===== config.mk =====
export PLATFORM = sky130hd
export DESIGN_NAME = i2c_master_read_sequencer
export DESIGN_NICKNAME = d
export VERILOG_FILES = /design/src/rtl/i2c_pkg.sv /design/src/rtl/i2c_byte_fifo.sv /design/src/rtl/i2c_master_read_sequencer.sv
export SDC_FILE = /design/constraint.sdc
export NUM_CORES = 1
export LEC_CHECK = 0
export ABC_AREA = 1
export CAP_MARGIN = 20
export CORE_MARGIN = 2
export CORE_UTILIZATION = 30
export CTS_BUF_LIST = sky130_fd_sc_hd__clkbuf_4 sky130_fd_sc_hd__clkbuf_8 sky130_fd_sc_hd__clkbuf_16
export DETAILED_ROUTE_END_ITERATION = 12
export DONT_BUFFER_PORTS = 1
export MAX_ROUTING_LAYER = met4
export PLACE_DENSITY = 0.43
export REMOVE_ABC_BUFFERS = 1
export SLEW_MARGIN = 20
export SYNTH_ARGS = -nofsm -noshare
export SYNTH_HDL_FRONTEND = slang
export SYNTH_SLANG_ARGS = --single-unit

===== constraint.sdc =====
create_clock -name clock -period 4.2 [get_ports clock]
set_input_delay 0.63 -clock clock [delete_from_list [all_inputs] [get_ports clock]]
set_output_delay 0.63 -clock clock [all_outputs]
set_load 0.005 [all_outputs]

===== src/rtl/i2c_pkg.sv =====
// rtl/i2c_pkg.sv - shared I2C bit values and read-sequencer state encoding
package i2c_pkg;

    localparam logic I2C_ACK  = 1'b0;
    localparam logic I2C_NACK = 1'b1;

    typedef enum logic [2:0] {
        ST_IDLE,
        ST_WAIT_SPACE,
        ST_READ,
        ST_ACK,
        ST_DONE
    } state_t;

endpackage


===== src/rtl/i2c_byte_fifo.sv =====
// rtl/i2c_byte_fifo.sv - byte FIFO with first-word-fall-through head
module i2c_byte_fifo #(
    parameter int DEPTH = 4
) (
    input  logic       clock,
    input  logic       reset_n,
    input  logic       push,
    input  logic [7:0] push_data,
    input  logic       pop,
    output logic [7:0] head,
    output logic       full,
    output logic       empty
);

    localparam int AW = $clog2(DEPTH);

    logic [7:0]  mem [DEPTH];
    logic [AW-1:0] wr_ptr;
    logic [AW-1:0] rd_ptr;
    logic [AW:0]   count;
    logic          do_push;
    logic          do_pop;

    assign full    = (count == (AW+1)'(DEPTH));
    assign empty   = (count == '0);
    assign do_pop  = pop && !empty;
    // A push at full is only accepted when the head leaves in the same cycle.
    assign do_push = push && (!full || do_pop);
    assign head    = mem[rd_ptr];

    always_ff @(posedge clock or negedge reset_n) begin
        if (!reset_n) begin
            wr_ptr <= '0;
            rd_ptr <= '0;
            count  <= '0;
            for (int i = 0; i < DEPTH; i++) begin
                mem[i] <= '0;
            end
        end else begin
            if (do_push) begin
                mem[wr_ptr] <= push_data;
                wr_ptr      <= wr_ptr + 1'b1;
            end
            if (do_pop) begin
                rd_ptr <= rd_ptr + 1'b1;
            end
            case ({do_push, do_pop})
                2'b10:   count <= count + 1'b1;
                2'b01:   count <= count - 1'b1;
                default: count <= count;
            endcase
        end
    end

endmodule


===== src/rtl/i2c_master_read_sequencer.sv =====
// rtl/i2c_master_read_sequencer.sv - multi-byte I2C master read with ACK/NACK and output FIFO
module i2c_master_read_sequencer
    import i2c_pkg::*;
#(
    parameter int LEN_W      = 8,
    parameter int FIFO_DEPTH = 4
) (
    input  logic             clock,
    input  logic             reset_n,
    input  logic             start,
    input  logic [LEN_W-1:0] length,
    input  logic             abort,
    output logic             busy,
    output logic             done,
    output logic             rd_go,
    input  logic             rd_finish,
    input  logic             rd_data,
    input  logic             rd_load,
    output logic             ack_go,
    output logic             ack_bit,
    input  logic             ack_finish,
    output logic [7:0]       out_byte,
    output logic             out_valid,
    input  logic             out_ready
);

    state_t           state;
    state_t           state_next;
    logic [7:0]       shift;
    logic [3:0]       bitcnt;
    logic [LEN_W-1:0] remaining;
    logic             err_len;

    logic             fifo_full;
    logic             fifo_empty;
    logic             push;
    logic [7:0]       push_data;

    // The final bit may arrive in the same cycle as rd_finish.
    assign push      = (state == ST_READ) && rd_finish && !abort;
    assign push_data = rd_load ? {shift[6:0], rd_data} : shift;
    assign out_valid = !fifo_empty;

    i2c_byte_fifo #(
        .DEPTH(FIFO_DEPTH)
    ) u_fifo (
        .clock     (clock),
        .reset_n   (reset_n),
        .push      (push),
        .push_data (push_data),
        .pop       (out_ready),
        .head      (out_byte),
        .full      (fifo_full),
        .empty     (fifo_empty)
    );

    always_ff @(posedge clock or negedge reset_n) begin
        if (!reset_n) begin
            state <= ST_IDLE;
        end else begin
            state <= state_next;
        end
    end

    always_comb begin
        state_next = state;
        busy       = (state != ST_IDLE);
        done       = (state == ST_DONE);
        rd_go      = (state == ST_READ);
        ack_go     = (state == ST_ACK);
        ack_bit    = I2C_ACK;
        if ((state == ST_ACK) && (remaining == '0)) begin
            ack_bit = I2C_NACK;
        end
        case (state)
            ST_IDLE: begin
                if (start) begin
                    state_next = (length != '0) ? ST_WAIT_SPACE : ST_DONE;
                end
            end
            ST_WAIT_SPACE: begin
                if (abort)           state_next = ST_DONE;
                else if (!fifo_full) state_next = ST_READ;
            end
            ST_READ: begin
                if (abort)          state_next = ST_DONE;
                else if (rd_finish) state_next = ST_ACK;
            end
            ST_ACK: begin
                if (abort) begin
                    state_next = ST_DONE;
                end else if (ack_finish) begin
                    state_next = (remaining != '0) ? ST_WAIT_SPACE : ST_DONE;
                end
            end
            ST_DONE:  state_next = ST_IDLE;
            default:  state_next = ST_IDLE;
        endcase
    end

    always_ff @(posedge clock or negedge reset_n) begin
        if (!reset_n) begin
            shift     <= '0;
            bitcnt    <= '0;
            remaining <= '0;
            err_len   <= 1'b0;
        end else begin
            if ((state == ST_IDLE) && start && (length != '0)) begin
                remaining <= length;
            end
            if (state == ST_READ) begin
                if (abort) begin
                    shift  <= '0;
                    bitcnt <= '0;
                end else if (rd_finish) begin
                    remaining <= remaining - 1'b1;
                    shift     <= '0;
                    bitcnt    <= '0;
                    if ((bitcnt + {3'b000, rd_load}) != 4'd8) begin
                        err_len <= 1'b1;
                    end
                end else if (rd_load) begin
                    shift  <= {shift[6:0], rd_data};
                    bitcnt <= bitcnt + 1'b1;
                end
            end
        end
    end

endmodule


# After elaboration in Yosys (flattened, before gate mapping)
# Cells that the tools add are included.
dict set report word_totals {
  reg_bits 58
  in_bits 17
  output_inout_bits 14
  word_cells 76
}
dict set report classes {
  addsub 5
  magnitude_cmp 3
  n_eq_ne 11
  muxes 25
  bitwise_logic 2
  n_reduce_logical 20
}
# cell count
set ops {}
lappend ops {{$mux 8} 10}
lappend ops {{$bwmux 32} 1}
lappend ops {{$mux 3} 9}
lappend ops {{$bmux 8 s2} 1}
lappend ops {{$demux 8 s2} 1}
lappend ops {{$reduce_bool 8->1} 2}
lappend ops {{$pmux 3 s4} 1}
lappend ops {{$logic_and 1x1->1} 8}
lappend ops {{$logic_not 8->1} 1}
lappend ops {{$sub 8x1->8 const B} 1}
lappend ops {{$eq 3x2->1 const B} 2}
lappend ops {{$eq 3x3->1 const B} 2}
lappend ops {{$ge 3x3->1 const B} 2}
lappend ops {{$logic_not 3->1} 2}
lappend ops {{$ne 3x2->1 const B} 2}
lappend ops {{$not 2->3} 2}
lappend ops {{$pmux 3 s2} 1}
lappend ops {{$add 2x1->2 const B} 2}
lappend ops {{$reduce_and 4->1} 1}
lappend ops {{$add 3x1->3 const B} 1}
lappend ops {{$eq 3x1->1 const B} 1}
lappend ops {{$logic_not 1->1} 3}
lappend ops {{$lt 3x1->1 const B} 1}
lappend ops {{$ne 3x3->1 const B} 1}
lappend ops {{8 further kinds} 8}

# Depth between registers and ports, before layout
dict set report depth {
  word_depth 7
  depth_mapped 13
  ltp_nobuf 12
}

# Cells and area by module
# From an unflattened synthesis, not the netlist that was laid out.
dict set report hier_totals {
  hier_cells 445
  hier_area_um2 3422.0
}
# module instances cells_each area_per_inst_um2 seq_area_each_um2
set modules_own_cells {}
lappend modules_own_cells {i2c_byte_fifo 1 236 2009.4 975.9}
lappend modules_own_cells {i2c_master_read_sequencer 1 209 1412.6 475.5}

# Worst setup path after synthesis
# OpenSTA, ideal clock, no wires.
dict set report synth_path {
  path_type {input port to flip-flop}
  from {in out_ready}
  to {reg u_fifo.count[2]}
  setup_time_ns 0.131
  t_arrival_ns 2.019
  required_time_ns 4.069
  setup_slack_ns 2.050
  path_stages 9
  path_buffers 0
  cell_sequence {inv_1 > nand2_1 > nand2_1 > ha_1 > inv_1 > fa_1 > a21oi_1 > o21ai_0 > xor2_1}
}
dict set report synth_between {
  elab_chain_cells 5
  elab_cells_between_ends 7
  cone_classes {eq/ne: 2; mux: 1; reduce/logical: 4}
}
# element line_no
set synth_lines {}
lappend synth_lines {{from (decl)} i2c_master_read_sequencer.sv:24} ;# input logic out_ready
lappend synth_lines {{$logic_and 1x1->1 *} i2c_byte_fifo.sv:26} ;# assign do_pop = pop && !empty;
lappend synth_lines {{$logic_or 1x1->1} i2c_byte_fifo.sv:28} ;# assign do_push = push && (!full || do_pop);
lappend synth_lines {{$logic_and 1x1->1} i2c_byte_fifo.sv:28}
lappend synth_lines {{$eq 2x1->1 / $eq 2x2->1 (equally long branches)} i2c_byte_fifo.sv:47} ;# case ({do_push, do_pop})
lappend synth_lines {{$pmux 3 s2 / $reduce_bool 2->1 (equally long branches)} -}
lappend synth_lines {{to (signal assigned)} i2c_byte_fifo.sv:48} ;# 2'b10: count <= count + 1'b1;
lappend synth_lines {{to (signal assigned)} i2c_byte_fifo.sv:49} ;# 2'b01: count <= count - 1'b1;
lappend synth_lines {{to (signal assigned)} i2c_byte_fifo.sv:50} ;# default: count <= count;
lappend synth_lines {{to (decl)} i2c_byte_fifo.sv:20} ;# logic [AW:0] count;
# Every way passes the cells marked *; elsewhere a longest branch is shown, timed or not.
# A chain may end at the register's enable or synchronous reset.

# Worst setup path in the final report
dict set report layout_path {
  from {reg u_fifo.rd_ptr[0]}
  to {out out_byte[2]}
}
dict set report layout_between {
  elab_chain_cells 4
}
# element line_no
set layout_lines {}
lappend layout_lines {{from (decl)} i2c_byte_fifo.sv:19} ;# logic [AW-1:0] rd_ptr;
lappend layout_lines {{from (signal assigned)} i2c_byte_fifo.sv:45} ;# rd_ptr <= rd_ptr + 1'b1;
lappend layout_lines {{$not 2->3 (implied by the code)} i2c_byte_fifo.sv:29} ;# assign head = mem[rd_ptr];
lappend layout_lines {{$bmux 8 s2} i2c_byte_fifo.sv:29}
lappend layout_lines {{$mux 8 (implied by the code) (2 in series)} i2c_byte_fifo.sv:29}
lappend layout_lines {{to (decl)} i2c_master_read_sequencer.sv:22} ;# output logic [7:0] out_byte,
# No other way between the ends. The select of a mux whose other input is x is not followed.

==> impl_metrics.csv <==
group,metric,value,unit
outcome,status,"finished, final reports clean",
drt,vias,2488,
die,start_util,30.7,%
drt,drcViolationCount,0,
worst_setup_path,crit_end,"out_byte[2]",
power_and_ir_drop,p_per_area,658,mW/mm^2
synthesis,synth.most_common_cell,"nand2_1",
timing,fin_crit_sh,60.9,%
worst_setup_path,r2r_cells,10,
clocking,htreeDepth,3,
synthesis,async_flop_share,100,%
worst_setup_path,cp_slowest_stage_delay,740,ps
global_routing,first_global_vias,2479,
worst_setup_path,timing.critical_path.cells,"inv_1 -> o21ai_0 -> o22ai_1",
synthesis,yosys-top-cells-area,"dfrtp_1, nand2_1, nor2_1",
timing,rsz0062_at_grt,"no",
synthesis,ys_ff_latch,58,
worst_setup_path,cp_slowest_cell,"dfrtp_1",
run,maxCapViolCount,0,
timing,setup_violations,0,
global_routing,antenna_found_initial,0,
power_and_ir_drop,ir_worst_vdd,0.000264,V
cells_and_area,instances_no_fill,541,
worst_setup_path,rrSetupSlack,1800,ps
clocking,cts.sinks,58,
global_routing,grt_usage,14.8,%
die,dieArea,0.0113,sq mm
place,place.gp.congestion,0.812,
synthesis,synth_cells,399,
timing,period_needed,2560,ps
place,dp_hpwl,4.96,mm
synthesis,synth.avg_cell_area,7.88,sq um
clocking,cts_tree,"done",
drt,wl_per_cell,13.5,microns
die,rows,37,
drt,via_per_inst,4.60,
worst_setup_path,critPathTopFamily,"flip-flops",
cells_and_area,syn_to_final_growth,8.91,%
clocking,cts_inserted_buffers,9,
clocking,clockBufferDepth,2,
drt,drt_iter0_markers,156,
die,die_w,106,microns
worst_setup_path,worstPathRequired,3570,ps
global_routing,grt_overflow,0,
timing,slew_viol_final,0,
global_routing,grt_pass1_wl,12.6,mm
synthesis,synth.distinct_cells,27,
worst_setup_path,critPathBufInv,1,
worst_setup_path,reg2reg_from,"state[2]$_DFFE_PN0P_",
drt,dr.pass1.iters,4,
worst_setup_path,cp_max_fo,19,
worst_setup_path,critPathCaptureType,"primary output",
timing,setup_tns,0,ps
place,io_buffer_count,0,
global_routing,grt_start_max_net_pins,59,
worst_setup_path,worstSetupPathType,"register to primary output",
synthesis,synth_top_area_cell,"dfrtp_1",
synthesis,synth_edf_count,0,
clocking,postCtsSetupBuffers,0,
worst_setup_path,crit_start,"u_fifo.rd_ptr[0]$_DFFE_PN0P_",
die,die_h,106,microns
min_path,hold_path_class,"primary input to async pin",
worst_setup_path,cp.arrival,1930,ps
worst_setup_path,r2r-end,"u_fifo.count[1]$_DFFE_PN0P_",
timing,finalClockSkew,12.8,ps
clocking,worst_skew_pair.late_latency,330,ps
synthesis,synth_area,0.00314,sq mm
timing,hold_viol,0,
timing,max_clock_freq,0.391,GHz
synthesis,ys_warn_count,0,
cells_and_area,fill_cells,1078,
synthesis,ys_top_cells_by_count,"nand2_1, dfrtp_1, nor2_1",
timing,maxSlewHeadroom,58.7,%
worst_setup_path,cp.depth,3,
cells_and_area,fin_nets,426,
power_and_ir_drop,finalPower,0.00225,W
synthesis,yosys_most_used_dff,"dfrtp_1",
drt,routed_wl,7.29,mm
die,core,0.0102,sq mm
cells_and_area,diodes,0,
drt,antenna_left,0,
power_and_ir_drop,power_leakage,1.59,nW
timing,tightestPinTransition,620,ps
place,dp_cells,525,
clocking,cts_root_buffer,"clkbuf_8",
cells_and_area,fin_util,33.5,%
synthesis,synth.top_cell.area_share,46.2,%
clocking,clkSlewWorstSetupHoldPaths,70,ps
die,pin_count,31,
synthesis,ys_seq_area_share,46.2,%
cells_and_area,drive_above_1_share,8.15,%
worst_setup_path,critPathLaunchType,"register",
==> kinds of logic after synthesis <==
logic type                 synth area share [%]
and+or+nand+nor                            24.9
AOI/OAI and AO/OA                          15.0
buffers and inverters                      8.87
DFF                                        46.2
adders and majority gates                  3.42
xor gates and xnor gates                   1.67
==> state kept, by name, summed over array words and instances (netlist names) <==
signal and flops:
state 3, shift 8, u_fifo.rd_ptr 2, remaining 8
u_fifo.mem 32, u_fifo.wr_ptr 2, u_fifo.count 3
==> repair_timing <==
action | 4_1_cts | 5_1_grt
hold buffers | 1 | 0
endpoints found under the setup margin | 0 | 0
hold endpoints to repair | 58 | 0
gates resized for setup | 0 | 0
==> final cells by class <==
| type | instances | area (sq um) | share of cell area, % |
|---|---|---|---|
| clock buffer | 9 | 124 | 3.62 |
| clock inverter | 6 | 35.0 | 1.02 |
| inverter | 54 | 203 | 5.92 |
| multi-input combinational | 277 | 1410 | 41.3 |
| sequential | 58 | 1450 | 42.4 |
| tap | 136 | 170 | 4.97 |
| timing repair buffer | 1 | 27.5 | 0.804 |
==> worst min path at each step <==
stage | from | endpoint | slack [ps] | cells past startpoint
floorplan | reset_n | remaining[0]$_DFF_PN0_ | 330 | 0
global placement | reset_n | u_fifo.count[0]$_DFFE_PN0P_ | 340 | 0
detailed placement | reset_n | u_fifo.count[1]$_DFFE_PN0P_ | 340 | 0
CTS | reset_n | u_fifo.wr_ptr[1]$_DFFE_PN0P_ | 170 | 1
global route | reset_n | u_fifo.count[2]$_DFFE_PN0P_ | 170 | 1
finish | reset_n | u_fifo.mem[15]$_DFFE_PN0P_ | 150 | 1
==> through the flow <==
step / setup WS (ps) / hold WS [ps] / instance area (sq um)
after floorplan: 2050 / 334 / 3070
after global placement: 1850 / 338 / 3240
after detailed placement: 1780 / 339 / 3240
after CTS: 1630 / 169 / 3420
after global routing: 1400 / 174 / 3420
final: 1640 / 150 / 3420
==> cell usage in the layout (no fill, tap or decap), types with 2 or more instances in the layout <==
| cell | count |
|---|---|
| clkbuf_8 | 9 |
| ha_1 | 7 |
| nor3_1 | 2 |
| clkinvlp_4 | 2 |
| o21ai_2 | 8 |
| nand3_4 | 3 |
| nand3_1 | 24 |
| o21ai_1 | 17 |
| o22ai_1 | 16 |
| xor2_1 | 5 |
| clkinv_2 | 4 |
| dfrtp_1 | 58 |
| nand2_1 | 89 |
| a21oi_1 | 4 |
| nor2_1 | 54 |
| nor2_4 | 2 |
| o21ai_0 | 38 |
| inv_1 | 53 |
==> per-layer routing <==
layer,part of all wire (%),vias up,GRT usage [%]
li1,-,1289,-
met1,53,1132,21.3
met2,41,59,20.0
met3,4.9,8,3.31
met4,1.2,0,5.64
met5,0,-,-
==> power breakdown <==
group / internal (W) / switching (W) / total (W)
clock: 0.000206 / 0.000230 / 0.000436
combinational: 0.000314 / 0.000597 / 0.000912
sequential: 0.000755 / 0.000150 / 0.000904
(Power assumes the default switching activity.)
